`src/rtl/echo_pkg.sv`:
```
// Shared types for the echo queue: message kinds, output-stage states
// and widths used by both the queue storage and the output stage.
package echo_pkg;

  localparam int KIND_W  = 2;
  localparam int TIMER_W = 4;

  typedef enum logic [KIND_W-1:0] {
    KIND_NONE = 2'd0,
    SAY       = 2'd1,
    SAY2      = 2'd2
  } kind_t;

  typedef enum logic [1:0] {
    S_EMPTY = 2'd0,
    S_WAIT  = 2'd1,
    S_OFFER = 2'd2
  } state_t;

endpackage

```
`src/rtl/echo_fifo.sv`:
```
// Circular message store: power-of-two depth, wrapping pointers,
// separate occupancy counter for full/empty.
module echo_fifo #(
  parameter int WIDTH = 34,
  parameter int DEPTH = 4
) (
  input  logic                           clk,
  input  logic                           rst,
  input  logic                           push,
  input  logic [WIDTH-1:0]               wdata,
  input  logic                           pop,
  output logic [WIDTH-1:0]               rdata,
  output logic                           full,
  output logic                           empty,
  output logic [$clog2(DEPTH+1)-1:0]     level
);

  localparam int AW = $clog2(DEPTH);
  localparam int CW = $clog2(DEPTH+1);

  logic [WIDTH-1:0] mem [DEPTH];
  logic [AW-1:0]    wr_ptr;
  logic [AW-1:0]    rd_ptr;
  logic             do_push;
  logic             do_pop;

  assign full    = level == CW'(DEPTH);
  assign empty   = level == '0;
  assign do_push = push && !full;
  assign do_pop  = pop && !empty;
  assign rdata   = mem[rd_ptr];

  always_ff @(posedge clk) begin
    if (do_push) mem[wr_ptr] <= wdata;
  end

  always_ff @(posedge clk) begin
    if (rst) begin
      wr_ptr <= '0;
      rd_ptr <= '0;
      level  <= '0;
    end else begin
      if (do_push) wr_ptr <= wr_ptr + 1'b1;
      if (do_pop)  rd_ptr <= rd_ptr + 1'b1;
      unique case ({do_push, do_pop})
        2'b10:   level <= level + 1'b1;
        2'b01:   level <= level - 1'b1;
        default: level <= level;
      endcase
    end
  end

endmodule

```
`src/rtl/echo_queue.sv`:
```
// Echo queue: accepts say/say2 requests, holds them in order, and replays
// each as a heard/heard2 indication after a programmable wait.
module echo_queue
  import echo_pkg::*;
#(
  parameter int WIDTH = 32,
  parameter int DEPTH = 4,
  parameter int DELAY = 1
) (
  input  logic                       CLK,
  input  logic                       RST,
  input  logic                       request_say__ENA,
  input  logic [WIDTH-1:0]           request_say_v,
  output logic                       request_say__RDY,
  input  logic                       request_say2__ENA,
  input  logic [WIDTH/2-1:0]         request_say2_a,
  input  logic [WIDTH/2-1:0]         request_say2_b,
  output logic                       request_say2__RDY,
  input  logic                       request_setLeds__ENA,
  input  logic [7:0]                 request_setLeds_v,
  output logic                       request_setLeds__RDY,
  output logic                       indication_heard__ENA,
  output logic [WIDTH-1:0]           indication_heard_v,
  input  logic                       indication_heard__RDY,
  output logic                       indication_heard2__ENA,
  output logic [WIDTH/2-1:0]         indication_heard2_a,
  output logic [WIDTH/2-1:0]         indication_heard2_b,
  input  logic                       indication_heard2__RDY,
  output logic [7:0]                 leds,
  output logic [$clog2(DEPTH+1)-1:0] count,
  output logic                       err
);

  localparam int HW = WIDTH / 2;
  localparam int CW = $clog2(DEPTH+1);
  localparam int EW = WIDTH + KIND_W;

  typedef struct packed {
    kind_t            kind;
    logic [WIDTH-1:0] payload;
  } entry_t;

  state_t             state;
  state_t             state_n;
  logic [TIMER_W-1:0] timer;
  logic [TIMER_W-1:0] timer_n;
  entry_t             stage;
  entry_t             stage_n;
  entry_t             wdata;
  entry_t             head;
  logic [EW-1:0]      head_bits;
  logic               full;
  logic               empty;
  logic [CW-1:0]      level;
  logic               push;
  logic               pop;
  logic               load;
  logic               done;
  logic               any_ena;
  logic               err_set;
  logic               say_out;
  logic               say2_out;

  assign any_ena = request_say__ENA || request_say2__ENA;
  assign push    = any_ena && !full;
  assign err_set = (request_say__ENA && request_say2__ENA)
                || (any_ena && full);

  assign request_say__RDY     = !full;
  assign request_say2__RDY    = !full;
  assign request_setLeds__RDY = 1'b1;

  // say wins when both arrive together; say2 is dropped and flagged
  always_comb begin
    wdata.kind    = request_say__ENA ? SAY : SAY2;
    wdata.payload = request_say__ENA ? request_say_v
                                     : {request_say2_a, request_say2_b};
  end

  echo_fifo #(
    .WIDTH (EW),
    .DEPTH (DEPTH)
  ) u_fifo (
    .clk   (CLK),
    .rst   (RST),
    .push  (push),
    .wdata (wdata),
    .pop   (pop),
    .rdata (head_bits),
    .full  (full),
    .empty (empty),
    .level (level)
  );

  assign head = entry_t'(head_bits);

  assign say_out  = (state == S_OFFER) && (stage.kind == SAY);
  assign say2_out = (state == S_OFFER) && (stage.kind == SAY2);
  assign done     = (say_out && indication_heard__RDY)
                 || (say2_out && indication_heard2__RDY);

  assign indication_heard__ENA  = say_out && indication_heard__RDY;
  assign indication_heard2__ENA = say2_out && indication_heard2__RDY;
  assign indication_heard_v  = say_out ? stage.payload : '0;
  assign indication_heard2_a = say2_out ? stage.payload[WIDTH-1:HW] : '0;
  assign indication_heard2_b = say2_out ? stage.payload[HW-1:0] : '0;

  assign count = level + CW'(state != S_EMPTY);

  always_comb begin
    state_n = state;
    timer_n = timer;
    stage_n = stage;
    load    = 1'b0;
    case (state)
      S_EMPTY: load = !empty;
      S_WAIT: begin
        timer_n = timer - 1'b1;
        if (timer <= TIMER_W'(1)) state_n = S_OFFER;
      end
      S_OFFER: begin
        if (done) begin
          if (!empty) load = 1'b1;
          else        state_n = S_EMPTY;
        end
      end
      default: state_n = S_EMPTY;
    endcase
    // a completed offer refills from the head in the same cycle
    if (load) begin
      stage_n = head;
      if (DELAY == 0) begin
        state_n = S_OFFER;
      end else begin
        state_n = S_WAIT;
        timer_n = TIMER_W'(DELAY);
      end
    end
  end

  assign pop = load;

  always_ff @(posedge CLK) begin
    if (RST) begin
      state <= S_EMPTY;
      timer <= '0;
      stage <= '0;
      leds  <= '0;
      err   <= 1'b0;
    end else begin
      state <= state_n;
      timer <= timer_n;
      stage <= stage_n;
      if (request_setLeds__ENA) leds <= request_setLeds_v;
      if (err_set) err <= 1'b1;
    end
  end

endmodule

```
`config.mk`:
```
export PLATFORM = sky130hd
export DESIGN_NAME = echo_queue
export DESIGN_NICKNAME = d
export VERILOG_FILES = /design/src/rtl/echo_pkg.sv /design/src/rtl/echo_fifo.sv /design/src/rtl/echo_queue.sv
export SDC_FILE = /design/constraint.sdc
export NUM_CORES = 1
export LEC_CHECK = 0
export ABC_AREA = 0
export BUFFER_PORTS_ARGS = -buffer_cell sky130_fd_sc_hd__buf_2
export CELL_PAD_IN_SITES_DETAIL_PLACEMENT = 1
export CELL_PAD_IN_SITES_GLOBAL_PLACEMENT = 1
export CORE_MARGIN = 2
export CORE_UTILIZATION = 38
export DETAILED_ROUTE_END_ITERATION = 10
export GPL_TIMING_DRIVEN = 0
export PLACE_DENSITY_LB_ADDON = 0.1
export SLEW_MARGIN = 20
export SYNTH_ARGS = -nofsm -noshare
export SYNTH_HDL_FRONTEND = slang
export SYNTH_SLANG_ARGS = --single-unit
```
`constraint.sdc`:
```
create_clock -name CLK -period 2.71 [get_ports CLK]
set_clock_uncertainty 0.1 [all_clocks]
set_input_delay 0.1355 -clock CLK [delete_from_list [all_inputs] [get_ports CLK]]
set_output_delay 0.1355 -clock CLK [all_outputs]
set_load 0.005 [all_outputs]
```
---- Word-level counts from Yosys, hierarchy flattened ----
Memories as Yosys holds them, arrays and structs flattened. A register that Yosys moved wholly into a read port is not among the register bits.
Index checks and enable logic that the tools add are counted.
W data, S select, Z words.
operators by class
  bitwise operators ....................... 1
  mux-type cells .......................... 18
  add/sub/neg operators ................... 6
  reduce and logical (&&, ||, !) cells .... 22
  order comparisons ....................... 1
  equal/unequal tests ..................... 14
operators by type and width
  kind                   count
  $mux W32               2
  $mux W16               2
  $logic_and A1 B1 Y1    9
  $ne A3 B2 Y1 const B   3
  $mux W2                4
  $reduce_and A4 Y1      2
  $mux W1                7
  $eq A2 B1 Y1 const B   3
  $eq A2 B2 Y1 const B   3
  $ne A2 B2 Y1 const B   3
  $pmux W2 S3            1
  $pmux W3 S2            1
  $reduce_bool A2 Y1     3
  $add A2 B1 Y2 const B  2
  $le A4 B1 Y1 const B   1
  $sub A4 B1 Y4 const B  1
  $add A3 B1 Y3          1
  $add A3 B1 Y3 const B  1
  $eq A3 B3 Y1 const B   1
  $logic_not A3 Y1       1
  $logic_or A1 B1 Y1     3
  $sub A3 B1 Y3 const B  1
  $logic_not A1 Y1       2
  $logic_not A2 Y1       1
  other kinds (4)        4
word-level totals
  memory bits (writable) .................. 136
  output and inout bits ................... 81
  register bits after elaboration ......... 22
  memories ................................ 1
  input port bits ......................... 79
memories
  name        depth  width  read ports  clocked after Yosys merged registers in  wr ports  line             source
  u_fifo.mem  4      34     1           1                                        1         echo_fifo.sv:21  logic [WIDTH-1:0] mem [DEPTH];

---- Longest topological paths before layout ----
Gate-level depths: netlist (run 1).
  depth after elaboration ................. 9
  depth in mapped cells ................... 9
  depth with buffers taken out ............ 8

---- Modules after synthesis ----
Synthesis (run 1) repeated with hierarchy kept, for this count alone.
second synthesis, totals
  cell total of the unflattened synthesis .. 565
  area, all modules ....................... 8535.7 um2
modules (own cells, without submodules)
  module      area an instance (um2)  seq. area each (um2)  instances  cells each
  echo_fifo   5442.7                  4264.1                1          232
  echo_queue  3093.0                  980.9                 1          333

---- Least setup slack after synthesis (run 1) ----
OpenSTA, ideal clock, no wires.
  kind .................................... register -> register
  start point ............................. register u_fifo.level[0]
  end point ............................... register u_fifo.level[2]
  library setup time ...................... 0.070 ns
  arrival time ............................ 2.081 ns
  buffers on the path ..................... 1
  required time ........................... 2.540 ns
  slack ................................... 0.459 ns
  stages on the path, launching flop included .. 10
  cell sequence ........................... dfxtp_1 -> nor3_1 -> a311o_1 -> inv_2 -> buf_2 -> ha_1 -> fa_1 -> xnor2_1 -> or3_1 -> a21oi_1
between the ends
  longest elaborated chain between the ends .. 7
  elaborated cells on any way between the ends .. 16
ends and longest elaborated chain
  item                                                      line               source
  start: declaration                                        echo_fifo.sv:15    output logic [$clog2(DEPTH+1)-1:0] level
  start signal: assignment                                  echo_fifo.sv:46    2'b10: level <= level + 1'b1;
  start signal: assignment                                  echo_fifo.sv:47    2'b01: level <= level - 1'b1;
  start signal: assignment                                  echo_fifo.sv:48    default: level <= level;
  $logic_not A3 Y1 *                                        echo_fifo.sv:28    assign empty = level == '0;
  $mux W1                                                   echo_queue.sv:123  if (!empty) load = 1'b1;
  $mux W1                                                   echo_queue.sv:122  if (done) begin
  $pmux W1 S2                                               echo_queue.sv:115  case (state)
  $logic_and A1 B1 Y1 *                                     echo_fifo.sv:30    assign do_pop = pop && !empty;
  named net u_fifo.do_pop                                   echo_fifo.sv:25    logic do_pop;
  $eq A2 B1 Y1 / $eq A2 B2 Y1 (equally long branches)       echo_fifo.sv:45    unique case ({do_push, do_pop})
  $pmux W3 S2 / $reduce_bool A2 Y1 (equally long branches)  --
The timed path passes the listed nets; every way through them passes the cells marked *.
A chain may end at the register's enable or synchronous reset.

---- Final worst setup path (run 1) ----
  start point ............................. register state[1]
  end point ............................... output indication_heard2_b[13]
between the ends
  longest elaborated chain between the ends .. 3
ends and longest elaborated chain
  item                      line               source
  start: declaration        echo_queue.sv:43   state_t state;
  start signal: assignment  echo_queue.sv:151  state <= state_n;
  $eq A2 B2 Y1              echo_queue.sv:98   assign say2_out = (state == S_OFFER) && (stage.kind == SAY2);
  $logic_and A1 B1 Y1       echo_queue.sv:98
  $mux W16                  echo_queue.sv:106  assign indication_heard2_b = say2_out ? stage.payload[HW-1:0] : '0;
  end: declaration          echo_queue.sv:27   output logic [WIDTH/2-1:0] indication_heard2_b,
No other way between the ends.

==> metrics.txt, run 1 <==
Root Buffer=clkbuf_16; drt first pass iters=4; most frequent cells in the layout=buf_2 (167), edfxtp_1 (136), dlygate4sd3_1 (74); pre-CTS setup slack=-12.2 ps; Final setup viols=0; Cell Chain, Critical Path=and4bb_2 -> clkbuf_1 -> and2_1 -> buf_2; slowest stage delay, CP=about 740 ps; Leakage=4.14 nW; via count of the first global-routing pass=5722; CP max-delay cell=clkbuf_1; FF+latch count, synth=192; met3 usage=0.0294; ys flop type=edfxtp_1; Synth Net Count=643; via/cell ratio=4.92; Die Y=149 um; met2 Usage GRT=0.347; switching portion of total power=0.311; met1 Usage GRT=0.239; Ys Warns=0; NetSw=between 3 and 4 mW; synthesis-to-layout area growth=32.8%; first-pass GRT wire length=roughly 32 mm; DR vias=around 5400; HP Class=input port to flip-flop; internal power=between 7 and 8 mW; Mapped Cells=554; worst-margin pin slew=940 ps; Iteration-0 DRC Markers=277; clock period minus worst slack=2560 ps; Clock Path Buffers=2; Synth Area per Inst=between 10 and 15 um2; Cells after DPL=984; Sink Count=roughly 190; Initial Util=0.390; most common cell after layout, fill and taps aside=buf_2; Crit Path Category=flip-flop to output port; clk slew on worst S/H paths=approximately 70 ps; Post-DRT Antenna Nets=0; IO buf count=156; Post-synth ARST share=0; final worst slack=146 ps; Rel. slew slack=0.373; Clock Power Share=0.269; die width=149 um; Worst EP arrival=between 2000 and 2500 ps; final instance area=10600 um2; Cell Count, Final, Fillers Out=1092; Final Hold Viols=0; layout cells sized above 1=0.346; sequential share of power=0.430; Max FO, Critical Path=11; required time worst endpoint=approximately 2500 ps; status=finished clean; synthesized cell area=7970 um2; total chip power=10.2 mW; detailed-route wire length=20.7 mm; GPL Wtd Cong=around 0.72; Detailed Place HPWL=roughly 14 mm; PwrDens=967 nW/um2; Num CTS Buffers=17; # nets final=897; crit start category=flip-flop; Final Max Tran Viols=0; I/O Pins=160; DIE AREA=between 20000 and 25000 um2; max-cap viol count=0; WP buf/inv=2; initial antenna violation count=0; upper clock frequency limit=390 MHz; period utilization=0.946; GRT Resource Usage Total=0.192; DRC errors left=0; H-tree depth=4; Yosys cell types=35; total gr overflow=0; largest net degree at the start of global routing=20; Gate power share=0.300; CORE AREA=roughly 20000 um2; CTS tree=yes; Post-Place Cell Area=9180 um2; WL/cell=around 19 um; gr busiest metal=met2; CP top delay family=buffers and inverters; Worst Setup End Kind=output port; Placement Rows=52; Max IR drop VDD=0.000596 V; setup TNS=0 ps; Worst-Skew Late Latency=between 400 and 500 ps; RSZ-0062 raised after global routing=false; Seq/Total Area, Yosys=0.653; number of synthesized flops with an enable pin=136
## per-stage QoR
step,utilization,hold slack [ps]
floorplan,-,134
CTS,0.518,27.7
finish,0.518,64.4
global route,0.518,61.5
detailed placement,0.449,274
global placement,0.445,265
## Yosys cell counts (9+ instances only)
library cell	n	area, um2
clkbuf_1	18	67.6
a21oi_1	40	200
mux2_2	32	360
nand2_1	73	274
mux4_2	34	766
dfxtp_1	56	1120
edfxtp_1	136	4080
nor2_1	18	67.6
ha_1	9	113
buf_2	11	55.1
and2_1	70	438
mux2i_1	9	90.1
## state kept, by name (all words and copies together) (netlist names)
| register | flops |
|---|---|
| stage | 34 |
| u_fifo.rd_ptr | 2 |
| state | 2 |
| u_fifo.wr_ptr | 2 |
| timer | 4 |
| u_fifo.mem | 136 |
| err | 1 |
| leds | 8 |
| u_fifo.level | 3 |
## worst reg2reg max path, delay by kind of cell, from the launching register on
kind,cells,cell delay (ps)
buf+inv,2,290
simple gates,2,530
xor+xnor,1,140
flops,1,370
compound gates,2,400
fa+ha+maj,2,650
## layout make-up
cell class | count | area [um2]
timing repair buffer | 235 | 1620
inverter | 9 | 33.8
fill | 2130 | 9840
sequential | 192 | 5210
antenna | 1 | 2.50
multi-input combinational | 317 | 2560
clock buffer | 17 | 425
buffer | 36 | 175
clock inverter | 15 | 229
tap | 270 | 338
## what timing repair did
item | CTS | global route
resized for setup | 0 | 1
hold buffers | 74 | 0
hold endpoints to repair | 142 | 0
setup endpoints to repair | 0 | 1
buffers inserted | 0 | 1
## power groups by stage
| stage | Combinational, mW | Sequential [mW] | Clock [mW] |
|---|---|---|---|
| floorplan | 2.07 | 4.32 | 0 |
| detailed placement | 3.02 | 4.47 | 0 |
| global placement | 2.83 | 4.45 | 0 |
| finish | 3.08 | 4.40 | 2.76 |
| global route | 3.41 | 4.49 | 2.91 |
| CTS | 3.13 | 4.41 | 2.80 |
## worst paths after layout
path / startpoint / to / slack [ps] / cells past startpoint
setup / recovery: state[1] / indication_heard2_b[13] / 150 / 4
hold / removal: RST / leds[2] / 60 / 2
hold reg to reg: stage[1] / stage[1] / 360 / 2
setup reg to reg: u_fifo.level[0] / u_fifo.level[2] / 150 / 9
## cells by family after synthesis
family | Yosys count | share of synthesized area
xor+xnor | 7 | 0.00769
mux | 75 | 0.153
other cells | 1 | 0.000471
fa+ha+maj | 11 | 0.0179
flops | 192 | 0.653
buf+inv | 45 | 0.0262
simple gates | 176 | 0.111
compound gates | 47 | 0.0314
## routing by layer
metal / routed length (um) / vias to the layer above / part of all wire
li1: - / 2508 / -
met1: 8970 / 2754 / 0.43
met2: 10900 / 99 / 0.53
met3: 550 / 16 / 0.027
met4: 304 / 0 / 0.015
met5: 0 / - / 0
Power figures use the tool's default switching activity.
==> run 2, diff against run 1 <==
clock period = 3.3 ns   (was 2.71 ns; I/O delays follow)
==> metrics.txt, run 2 (synthesis gave the netlist of run 1 again) <==
Rel. slew slack=0.375 (was 0.373); total gr overflow=0 (unchanged); WL/cell=19.2 um (was 19.0 um); Post-DRT Antenna Nets=0 (unchanged); Cell Count, Final, Fillers Out=1072 (was 1092); CP max-delay cell=clkbuf_1 (unchanged); DRC errors left=0 (unchanged); initial antenna violation count=0 (unchanged); Max FO, Critical Path=10 (was 11); PwrDens=805 nW/um2 (was 967 nW/um2); CTS tree=yes (unchanged); most frequent cells in the layout=buf_2 (167), edfxtp_1 (136), nand2_1 (73) (was buf_2 (167), edfxtp_1 (136), dlygate4sd3_1 (74)); Cell Chain, Critical Path=dlygate4sd3_1 -> buf_2 -> clkbuf_1 -> clkbuf_1 -> mux2_2 -> dlygate4sd3_1 (was and4bb_2 -> clkbuf_1 -> and2_1 -> buf_2); die width=149 um (unchanged); Die Y=149 um (unchanged); GPL Wtd Cong=0.720 (unchanged); Detailed Place HPWL=13.9 mm (unchanged); post_cts resized=0 (unchanged); Placement Rows=52 (unchanged); WP buf/inv=5 (was 2); CORE AREA=20400 um2 (unchanged); DR vias=5265 (was 5377); most common cell after layout, fill and taps aside=buf_2 (unchanged); total chip power=8.36 mW (was 10.2 mW); RSZ-0062 raised after global routing=false (unchanged); required time worst endpoint=3350 ps (was 2470 ps); Worst Setup End Kind=flip-flop (was output port); Crit Path Category=input port to flip-flop (was flip-flop to output port); slowest stage delay, CP=680 ps (was 740 ps); worst-margin pin slew=937 ps (was 940 ps); GRT Resource Usage Total=0.191 (was 0.192); setup TNS=0 ps (unchanged); Leakage=4.06 nW (was 4.14 nW); Initial Util=0.390 (unchanged); crit start category=input port (was flip-flop); Final setup viols=0 (unchanged); I/O Pins=160 (unchanged); Final Hold Viols=0 (unchanged); Sink Count=192 (unchanged); Final Max Tran Viols=0 (unchanged); pre-CTS setup slack=548 ps (was -12.2 ps); max-cap viol count=0 (unchanged); layout cells sized above 1=0.352 (was 0.346); drt first pass iters=4 (unchanged); # nets final=877 (was 897); IO buf count=156 (unchanged); Root Buffer=clkbuf_16 (unchanged); synthesis-to-layout area growth=30.3% (was 32.8%); largest reg by FF count=u_fifo.mem (unchanged); upper clock frequency limit=about 330 MHz; detailed-route wire length=20.6 mm (was 20.7 mm); Largest register FFs=136 (unchanged); Worst-Skew Late Latency=430 ps (about the same); clock period minus worst slack=3010 ps; Num CTS Buffers=17 (unchanged); H-tree depth=4 (unchanged); first-pass GRT wire length=31.3 mm (was 31.6 mm); Worst EP arrival=3070 ps (was 2330 ps); CP top delay family=buffers and inverters (unchanged); HP Class=input port to flip-flop (unchanged); DIE AREA=22100 um2 (unchanged); final worst slack=288 ps (was 146 ps); Iteration-0 DRC Markers=234 (was 277); clk slew on worst S/H paths=70 ps (about the same); Cells after DPL=984 (unchanged); largest net degree at the start of global routing=20 (unchanged); Max IR drop VDD=0.000487 V (was 0.000596 V); via/cell ratio=4.91 (was 4.92); via count of the first global-routing pass=5627 (was 5722); biggest regs=u_fifo.mem (136), stage (34), leds (8) (unchanged); Clock Path Buffers=2 (unchanged); status=finished clean (unchanged); period utilization=0.913
[run 2: worst register-to-register path: stages, from the launching register on]
cell      delay (ps)
dfxtp_1          440
nand3b_1         170
a311o_1          310
inv_2             80
buf_2            200
ha_1             270
fa_1             380
xnor2_1          140
or3_1            300
a21oi_1          130
[run 2: cell type report]
type | instances | area [um2]
Antenna cell | 1 | 2.50
Buffer | 36 | 175
Tap cell | 270 | 338
Fill cell | 2133 | 10000
Timing Repair Buffer | 215 | 1420
Clock inverter | 15 | 229
Multi-Input combinational cell | 317 | 2560
Inverter | 9 | 33.8
Sequential cell | 192 | 5200
Clock buffer | 17 | 425
[run 2: final timing paths]
check | cells after the start | endpoint | slack, ps | start
worst min-delay path | 2 | u_fifo.mem[2][28] | 10 | request_say2_a[12]
worst max-delay path | 6 | u_fifo.mem[0][26] | 290 | request_say__ENA
worst min register to register | 2 | stage[8] | 360 | stage[8]
worst max register to register | 9 | u_fifo.level[2] | 690 | stage[32]
[run 2: per-layer routing]
| layer | vias up | part of all wire | global-route usage | wire length, um |
|---|---|---|---|---|
| met3 | 13 | 0.027 | 0.0294 | 565 |
| met1 | 2681 | 0.43 | 0.239 | 8900 |
| li1 | 2473 | - | - | - |
| met5 | - | 0 | 0 | 0 |
| met2 | 98 | 0.53 | 0.345 | 10900 |
| met4 | 0 | 0.013 | 0.0543 | 262 |
[run 2: timing repair]
action | in CTS | in global routing
endpoints found under the hold margin | 110 | 0
buffers inserted | 0 | 0
hold buffers | 55 | 0
endpoints found under the setup margin | 0 | 0
[run 2: report_power, final]
part	switching [mW]	total, mW	internal (mW)
Combinational	1.39	2.48	1.09
Sequential	0.307	3.62	3.31
Clock	0.904	2.26	1.36
[run 2: per-stage QoR]
step / cell area [um2] / hold slack (ps) / utilization
floorplan: 7970 / 164 / -
finish: 10400 / 13.1 / 0.509
detailed placement: 9180 / 304 / 0.449
global placement: 9090 / 294 / 0.445
global route: 10400 / 2.46 / 0.508
CTS: 10400 / 0.107 / 0.508
==> run 3, diff against run 2 <==
--- a/config.mk
+++ b/config.mk
@@ -14,4 +14,5 @@
 export DETAILED_ROUTE_END_ITERATION = 10
 export GPL_TIMING_DRIVEN = 0
+export MAX_ROUTING_LAYER = met4
 export PLACE_DENSITY_LB_ADDON = 0.1
 export SLEW_MARGIN = 20
==> constraint.sdc (replaced) <==
create_clock -name CLK -period 3.3 [get_ports CLK]
set_clock_uncertainty 0.1 [all_clocks]
set_input_delay 0.165 -clock CLK [delete_from_list [all_inputs] [get_ports CLK]]
set_output_delay 0.165 -clock CLK [all_outputs]
set_load 0.1 [all_outputs]
==> metrics.txt, run 3 (synthesis gave the netlist of run 1 again) <==
most frequent cells in the layout=buf_2 (167), edfxtp_1 (136), nand2_1 (73) (unchanged); clock period minus worst slack=3020 ps (was 3010 ps); met2 Usage GRT=0.344 (was 0.345); Cell Count, Final, Fillers Out=1072 (unchanged); synthesis-to-layout area growth=30.3% (unchanged); worst r2r src=stage[32] (unchanged); GPL Wtd Cong=0.728 (was 0.720); first-pass GRT wire length=31.3 mm (about the same); Largest register FFs=136 (unchanged); initial antenna violation count=0 (unchanged); largest reg by FF count=u_fifo.mem (unchanged); PwrDens=842 nW/um2 (was 805 nW/um2); largest net degree at the start of global routing=20 (unchanged); Post-DRT Antenna Nets=0 (unchanged); Max IR drop VDD=0.000486 V (was 0.000487 V); DIE AREA=22100 um2 (unchanged); CORE AREA=20400 um2 (unchanged); postcts setup bufs=0 (unchanged); I/O Pins=160 (unchanged); Final Max Tran Viols=0 (unchanged); Worst Setup End Kind=flip-flop (unchanged); Root Buffer=clkbuf_16 (unchanged); RSZ-0062 raised after global routing=false (unchanged); Detailed Place HPWL=13.9 mm (unchanged); # nets final=877 (unchanged); via/cell ratio=4.93 (was 4.91); Cells after DPL=984 (unchanged); drt first pass iters=4 (unchanged); die width=149 um (unchanged); R2R depth=9 (unchanged); final worst slack=284 ps (was 288 ps); max-cap viol count=0 (unchanged); r2r setup slk=700 ps (was 690 ps); met3 usage=0.0287 (was 0.0294); worst-margin pin slew=938 ps (was 937 ps); layout cells sized above 1=0.352 (unchanged); CP Capture Point=u_fifo.mem[0][26] (unchanged); CP Launch Point=request_say__ENA (unchanged); GRT Resource Usage Total=0.197 (was 0.191); Placement Rows=52 (unchanged); Final Hold Viols=0 (unchanged); detailed-route wire length=20.6 mm (about the same); status=finished clean (unchanged); Final setup viols=0 (unchanged); period utilization=0.914 (was 0.913); gr busiest metal=met2 (unchanged); CTS tree=yes (unchanged); Max FO, Critical Path=10 (unchanged); final instance area=10400 um2 (unchanged); slowest stage delay, CP=680 ps (about the same); most common cell after layout, fill and taps aside=buf_2 (unchanged); CP max-delay cell=clkbuf_1 (unchanged); Post-Place Cell Area=9180 um2 (unchanged); WP buf/inv=5 (unchanged); Levels on crit path=6 (unchanged); required time worst endpoint=3350 ps (about the same); pre-CTS setup slack=548 ps (unchanged); Clock Path Buffers=2 (unchanged); total chip power=8.75 mW (was 8.36 mW); Worst EP arrival=3070 ps (about the same); Leakage=4.06 nW (unchanged); via count of the first global-routing pass=5618 (was 5627); register area=5200 um2 (unchanged); WL/cell=19.2 um (about the same); fillers=2133 (unchanged); total gr overflow=0 (unchanged); DRC errors left=0 (unchanged); DR vias=5285 (was 5265); Crit Path Category=input port to flip-flop (unchanged); Initial Util=0.390 (unchanged); Die Y=149 um (unchanged); upper clock frequency limit=332 MHz (about the same); Sink Count=192 (unchanged); Num CTS Buffers=17 (unchanged); H-tree depth=4 (unchanged); HP Class=input port to flip-flop (unchanged); Cell Chain, Critical Path=dlygate4sd3_1 -> buf_2 -> clkbuf_1 -> clkbuf_1 -> mux2_2 -> dlygate4sd3_1 (unchanged); CP top delay family=buffers and inverters (unchanged); Hold Slack=14.3 ps (was 13.1 ps); crit start category=input port (unchanged); Iteration-0 DRC Markers=256 (was 234); clk slew on worst S/H paths=70 ps (about the same); biggest regs=u_fifo.mem (136), stage (34), leds (8) (unchanged); met1 Usage GRT=0.240 (was 0.239); Worst-Skew Late Latency=430 ps (about the same); Rel. slew slack=0.375 (about the same); IO buf count=156 (unchanged); multi-input logic area=2560 um2 (unchanged); FF-to-FF End=u_fifo.level[2] (unchanged)
-- run 3: cell counts in the layout (fill, tap and decap cells not counted) --
Identical to the previous run, type by type.
-- run 3: final cells by class --
class / instances / share of cell area
sequential: 192 / 0.501
multi-input combinational: 317 / 0.247
timing repair buffer: 215 / 0.137
clock buffer: 17 / 0.0409
tap: 270 / 0.0325
clock inverter: 15 / 0.0220
buffer: 36 / 0.0169
inverter: 9 / 0.00325
antenna: 1 / 0.000241
-- run 3: power breakdown --
group	internal (mW)	switching, mW
logic	1.09	1.77
clock network	1.36	0.903
registers	3.31	0.307
-- run 3: repair_timing --
| action | CTS | global route |
|---|---|---|
| gates resized for setup | 0 | 0 |
| endpoints found under the hold margin | 110 | 0 |
| hold buffers | 55 | 0 |
-- run 3: worst min path at each step --
| stage | start | to | cells after the start |
|---|---|---|---|
| 3_3_place_gp | request_say__ENA | u_fifo.mem[2][32] | 1 |
| 3_5_place_dp | request_say__ENA | u_fifo.mem[0][32] | 1 |
| 4_1_cts | request_say2_b[9] | u_fifo.mem[2][9] | 2 |
| 5_1_grt | request_say2_a[7] | u_fifo.mem[3][23] | 2 |
| 6_report | request_say2_a[12] | u_fifo.mem[2][28] | 2 |
| 2_1_floorplan | request_say__ENA | u_fifo.mem[0][32] | 0 |
-- run 3: worst register-to-register path: cells and delay by family, from the launching register on --
family | cells | cell delay, ps
adder cells (fa/ha/maj) | 2 | 640
AND/OR/NAND/NOR | 2 | 470
flip-flops | 1 | 440
AO/OA/AOI/OAI | 2 | 440
buffers and inverters | 2 | 280
XOR/XNOR | 1 | 140
-- run 3: routing by layer --
| layer | share of wire | vias up | wire length (um) |
|---|---|---|---|
| met5 | 0 | - | 0 |
| met4 | 0.013 | 0 | 261 |
| met3 | 0.028 | 12 | 582 |
| met2 | 0.53 | 101 | 10900 |
| met1 | 0.43 | 2696 | 8880 |
| li1 | - | 2476 | - |
-- run 3: stage by stage --
| step | utilization | TNS [ps] |
|---|---|---|
| after floorplan | - | 0 |
| after global placement | 0.445 | -20100 |
| after detailed placement | 0.449 | 0 |
| after CTS | 0.508 | 0 |
| after global routing | 0.508 | 0 |
| final | 0.509 | 0 |
